### config.mk
export PLATFORM = sky130hd
export DESIGN_NAME = sw_debounce
export DESIGN_NICKNAME = d
export VERILOG_FILES = /design/src/rtl/sw_debounce.sv
export SDC_FILE = /design/constraint.sdc
export NUM_CORES = 1
export LEC_CHECK = 0
export CORE_MARGIN = 2
export CORE_UTILIZATION = 60
export DETAILED_ROUTE_END_ITERATION = 7
export PLACE_DENSITY = 0.84
export SLEW_MARGIN = 15
export SYNTH_ARGS = -nofsm -noshare
export SYNTH_HDL_FRONTEND = slang
export SYNTH_SLANG_ARGS = --single-unit
### constraint.sdc
create_clock -name clk_i -period 15.4 [get_ports clk_i]
set_input_delay 3.08 -clock clk_i [delete_from_list [all_inputs] [get_ports clk_i]]
set_output_delay 3.08 -clock clk_i [all_outputs]
set_load 0.03 [all_outputs]
### src/rtl/sw_debounce.sv
// sw_debounce: per-bit debouncer for a bus of board switches.
// Each raw switch bit is synchronised into clk_i by two flops and then sampled
// on a shared prescaler tick. A bit's registered output takes a new level only
// after STABLE_TICKS consecutive ticks disagree with the current output. For
// that bit, sw_chg_o pulses for the one cycle in which the new level first
// appears on io_sw_o.
module sw_debounce #(
    parameter int W            = 32,
    parameter int TICK_DIV     = 50000,
    parameter int STABLE_TICKS = 4
) (
    input  logic         clk_i,
    input  logic         rst_i,
    input  logic [W-1:0] sw_raw_i,
    output logic [W-1:0] io_sw_o,
    output logic [W-1:0] sw_chg_o
);

    // Prescaler and stability-counter widths. The minimum is 1 bit, so the
    // degenerate parameter values 1 still give legal vectors.
    localparam int PW = (TICK_DIV > 1) ? $clog2(TICK_DIV) : 1;
    localparam int CW = (STABLE_TICKS > 1) ? $clog2(STABLE_TICKS) : 1;

    localparam logic [PW-1:0] PRESC_MAX = PW'(TICK_DIV - 1);
    localparam logic [CW-1:0] CNT_MAX   = CW'(STABLE_TICKS - 1);

    logic [W-1:0]          sync1_q, sync1_d;
    logic [W-1:0]          sync2_q, sync2_d;
    logic [PW-1:0]         presc_q, presc_d;
    logic [W-1:0][CW-1:0]  cnt_q,   cnt_d;
    logic [W-1:0]          io_sw_q, io_sw_d;
    logic [W-1:0]          chg_q,   chg_d;
    logic                  tick_s;

    // The tick is a decode of the prescaler terminal count. With TICK_DIV = 1
    // the prescaler stays at 0, so the tick is high every cycle.
    assign tick_s = (presc_q == PRESC_MAX);

    // Synchroniser and prescaler next-state logic.
    always_comb begin
        sync1_d = sw_raw_i;
        sync2_d = sync1_q;
        if (tick_s) begin
            presc_d = {PW{1'b0}};
        end else begin
            presc_d = presc_q + PW'(1);
        end
    end

    // Per-bit stability counting. On a tick edge a bit either clears its
    // counter when the input matches the output, or advances its counter.
    // When the counter reaches its last step, the bit accepts the new level.
    // Between ticks everything holds.
    always_comb begin
        cnt_d   = cnt_q;
        io_sw_d = io_sw_q;
        chg_d   = {W{1'b0}};
        if (tick_s) begin
            for (int b = 0; b < W; b++) begin
                if (sync2_q[b] == io_sw_q[b]) begin
                    cnt_d[b] = {CW{1'b0}};
                end else if (cnt_q[b] == CNT_MAX) begin
                    io_sw_d[b] = sync2_q[b];
                    cnt_d[b]   = {CW{1'b0}};
                    chg_d[b]   = 1'b1;
                end else begin
                    cnt_d[b] = cnt_q[b] + CW'(1);
                end
            end
        end else begin
            cnt_d   = cnt_q;
            io_sw_d = io_sw_q;
        end
    end

    // State registers. An asynchronous reset clears all history, including
    // any partial counts.
    always_ff @(posedge clk_i or posedge rst_i) begin
        if (rst_i) begin
            sync1_q <= {W{1'b0}};
            sync2_q <= {W{1'b0}};
            presc_q <= {PW{1'b0}};
            cnt_q   <= '0;
            io_sw_q <= {W{1'b0}};
            chg_q   <= {W{1'b0}};
        end else begin
            sync1_q <= sync1_d;
            sync2_q <= sync2_d;
            presc_q <= presc_d;
            cnt_q   <= cnt_d;
            io_sw_q <= io_sw_d;
            chg_q   <= chg_d;
        end
    end

    assign io_sw_o  = io_sw_q;
    assign sw_chg_o = chg_q;

endmodule

; ---- Yosys cells after proc, flatten, opt, wreduce, memory -nomap -nowiden
; Index checks and enable logic that the tools add are counted.
[word_totals]
regBits = 208
out_inout_bits = 64
[op_classes]
n_addsub = 33
mux = 130
n_eq_ne = 65
reduce_logical = 32
bitwise_logic = 32
[op_table]
columns = op, n
row1 = 2-to-1 mux 2 bit, 64
row2 = AND reduction 3 bit, 32
row3 = "adder 2 x 1 -> 2 bit, second input constant", 32
row4 = "equality test 2 bit, second input constant", 32
row5 = 2-to-1 mux 1 bit, 64
row6 = equality test 1 bit, 32
row7 = 2-to-1 mux 32 bit, 1
row8 = inverter 1 bit, 32
row9 = "adder 16 x 1 -> 16 bit, second input constant", 1
row10 = "equality test 16 bit, second input constant", 1
row11 = 2-to-1 mux 16 bit, 1

; ---- Longest topological paths before layout
[depth]
depth_word = 4
mapped_depth = 8
mapped_depth_nobuf = 5

; ---- Worst setup path after synthesis
; OpenSTA, ideal clock, no wires.
[synth_timing]
path_kind = reg2out
start = reg io_sw_q[12] (netlist: io_sw_o[12])
end = out io_sw_o[12]
required_ps = 12320
path_buffers = 0
slack_ps = 11811
arrival_ps = 509
path_stages_with_launch = 1
cell_sequence = dfrtp_1
[synth_rtl]
columns = element, line
row1 = from (decl), 31  ; logic [W-1:0] io_sw_q, io_sw_d;
row2 = from (signal assigned), 84  ; io_sw_q <= {W{1'b0}};
row3 = from (signal assigned), 91  ; io_sw_q <= io_sw_d;
row4 = to (decl), 15  ; output logic [W-1:0] io_sw_o,
; No word-level cell between the ends.

; ---- Worst setup path after layout
[layout_timing]
start = reg io_sw_q[5] (netlist: io_sw_o[5])
end = out io_sw_o[5]
; No word-level cell between the ends.

==> flow_summary.json <==
{
  "sequentialPowerShare": 0.510,
  "worstPathArrival_ns": 1.61,
  "cp_cell_sequence": "clkdlybuf4s50_1",
  "drt_iter0_markers": 311,
  "fp.dieArea_um2": 14500,
  "cts_tree": "built",
  "dp_hpwl_um": 9375,
  "cp_max_fo": 3,
  "switching_power_uw": 216.6,
  "tightest_slew_ns": 1.072,
  "io_buffer_count": 97,
  "cp-start-kind": "flip-flop",
  "cts_max_level": 1,
  "cts_resized": 0,
  "crit_slowest_cell": "clkdlybuf4s50_1",
  "fp-row-count": 42,
  "ys_seq_area_frac": 0.6400,
  "timing_worst_setup_path_type": "reg2out",
  "clkPwrFrac": 0.467,
  "max_stage_delay_ns": 0.70,
  "clock_path_buffers": 3,
  "ios": 98,
  "drt-total-wl_um": 14830,
  "core-area_um2": 13240,
  "synthTopCellsByCount": "dfrtp_1 (208), nand2_1 (119), ha_1 (33), nor2_1 (33), xnor2_1 (28)",
  "fp.dieW_um": 120.4,
  "synth_ff_type": "dfrtp_1",
  "drv_slew": 0,
  "ys.warnings.count": 0,
  "vias_per_cell": 5.457,
  "ys_ff_latch": 208,
  "antenna_cells": 0,
  "syn_area_um2": 8133,
  "ys_top_cells_by_area": "dfrtp_1 (64%), nand2_1 (5.5%), ha_1 (5.1%), mux2_4 (3.7%), xnor2_1 (3.0%)",
  "setup-tns-final_ns": 0,
  "p_int_uw": 879.6,
  "async_flop_share": 1.000,
  "status": "completed",
  "wl_per_cell_um": 16.20,
  "setup_viol": 0,
  "drv_cap": 0,
  "critPathBufInv": 1,
  "dieHeight_um": 120.4,
  "clock_skew_ns": 0.009670,
  "root_buffer": "clkbuf_16",
  "dr.pass1.iters": 6,
  "p_leak_uw": 0.005182,
  "crit_path_end_kind": "output pin",
  "grt_setup_unrepaired": "false",
  "hold_viol_final": 0,
  "avgSynthCellArea_um2": 12.97,
  "cts.clk_slew.worst_paths_ns": 0.06,
  "grt_first_pass_wirelength_um": 25120,
  "syn_nets": 694,
  "yosysMostFrequentCell": "dfrtp_1",
  "clock_latency_ns": 0.49,
  "power_per_cell_area_nw_per_um2": 110.7,
  "drive_above_1_share": 0.1137,
  "layout_min_cycle_time_ns": 4.692,
  "postCtsSetupBuffers": 0,
  "required_ns": 12.32,
  "synth_top_area_cell": "dfrtp_1",
  "fin_nets": 795,
  "synth-edff-count": 0,
  "timing.final.crit_share": 0.3047,
  "swShare": 0.1976,
  "gp_congestion": 0.8002,
  "grt_start_max_net_pins": 137,
  "cts-hold-fix-buffers": 0,
  "grt_remaining_overflow": 0,
  "relSlewSlack": 0.2833,
  "drc": 0,
  "ys_types": 35,
  "peakVddDrop_uv": 97.65,
  "fmax_mhz": 213.1,
  "synth_top_area_frac": 0.6400,
  "clock-sinks": 208,
  "grt_usage": 0.2144,
  "routed-via-count": 4993,
  "grt_pass1_vias": 5339,
  "antenna_found_initial": 0,
  "cts_buffers": 21,
  "hold_path_class": "reg2reg",
  "pwr-share-comb": 0.023,
  "ant_nets": 0,
  "syn_to_final_growth_pct": 21.75,
  "postSynthCellCount": 627,
  "start_util": 0.6141,
  "final_util": 0.7477,
  "cp_top_family": "buffers and inverters"
}
## metrics by stage
step / cell area (µm²) / worst slack [ns] / cells / hold WS, ns / power, µW
after floorplan: 8133 / 6.639 / 627 / 0.3312 / 581.5
after global placement: 9205 / 10.24 / 881 / 0.3338 / 593.4
after detailed placement: 9205 / 10.17 / 881 / 0.3347 / 594.8
after CTS: 9902 / 10.70 / 915 / 0.3466 / 1107
after global routing: 9902 / 10.43 / 915 / 0.3479 / 1135
final: 9902 / 10.71 / 915 / 0.3437 / 1096
## layout by cell type (no fill, tap or decap), types with 2 or more instances in the layout
cell and count:
a21o_1 19, and3_1 13, and4_1 2, and4bb_1 2, buf_4 2, bufinv_16 3
clkbuf_1 2, clkbuf_16 21, clkbuf_8 3, clkdlybuf4s50_1 97, clkinv_2 3, dfrtp_1 208
ha_1 33, inv_6 2, mux2_2 12, mux2_4 20, nand2_1 119, nand2_4 10
nand3_1 24, nand3b_1 19, nand4_1 5, nor2_1 33, nor3_1 2, nor4_1 19
nor4b_2 2, o31ai_1 9, xnor2_1 28, xor2_1 16
## routing by layer
metal / share of wire / up-vias / track usage
met1: 0.40 / 2496 / 0.2673
met5: 0 / - / 0
met3: 0.044 / 34 / 0.03632
met4: 0.026 / 0 / 0.07195
li1: - / 2330 / -
met2: 0.53 / 133 / 0.3810
## power by group through the flow
stage	Combinational [µW]	Clock [µW]	Sequential, µW
2_1_floorplan	13.2	0	568
3_3_place_gp	24.7	0	569
3_5_place_dp	25.6	0	569
4_1_cts	25.8	522	559
5_1_grt	28.4	547	560
6_report	24.9	512	559
## sequential cells by signal (all words and copies together) (netlist names)
signal and flops:
presc_q 16, io_sw_o 32, sync2_q 32, cnt_q 64, sync1_q 32, sw_chg_o 32
## final timing paths
check	start	to	slack, ns	depth (start not counted)
worst max-delay path	io_sw_o[5]$_DFFE_PP0P_	io_sw_o[5]	10.71	1
worst min-delay path	sync1_q[25]$_DFF_PP0_	sync2_q[25]$_DFF_PP0_	0.34	0
worst max register to register	presc_q[0]$_DFF_PP0_	cnt_q[40]$_DFFE_PP0N_	12.41	6
worst min register to register	sync1_q[25]$_DFF_PP0_	sync2_q[25]$_DFF_PP0_	0.34	0
max in group asynchronous	rst_i	cnt_q[41]$_DFFE_PP0N_	10.77	3
min in group asynchronous	rst_i	io_sw_o[25]$_DFFE_PP0P_	3.17	2
## cells by family after synthesis
| family | Yosys count | share of synthesized area |
|---|---|---|
| and+or+nand+nor | 257 | 0.1623 |
| DFF | 208 | 0.6400 |
| xor gates and xnor gates | 44 | 0.04738 |
| adders and majority gates | 33 | 0.05077 |
| muxes | 32 | 0.05354 |
| AOI/OAI and AO/OA | 30 | 0.02738 |
| buffers and inverters | 23 | 0.01861 |
## area by class of cell
cell class	count	area, µm²
Multi-Input combinational cell	396	2779
Tap cell	176	220.2
Timing Repair Buffer	99	985.9
Clock inverter	8	122.6
Fill cell	808	3341
Clock buffer	26	574.3
Sequential cell	208	5205
Inverter	2	15.01
(Power assumes the default switching activity.)
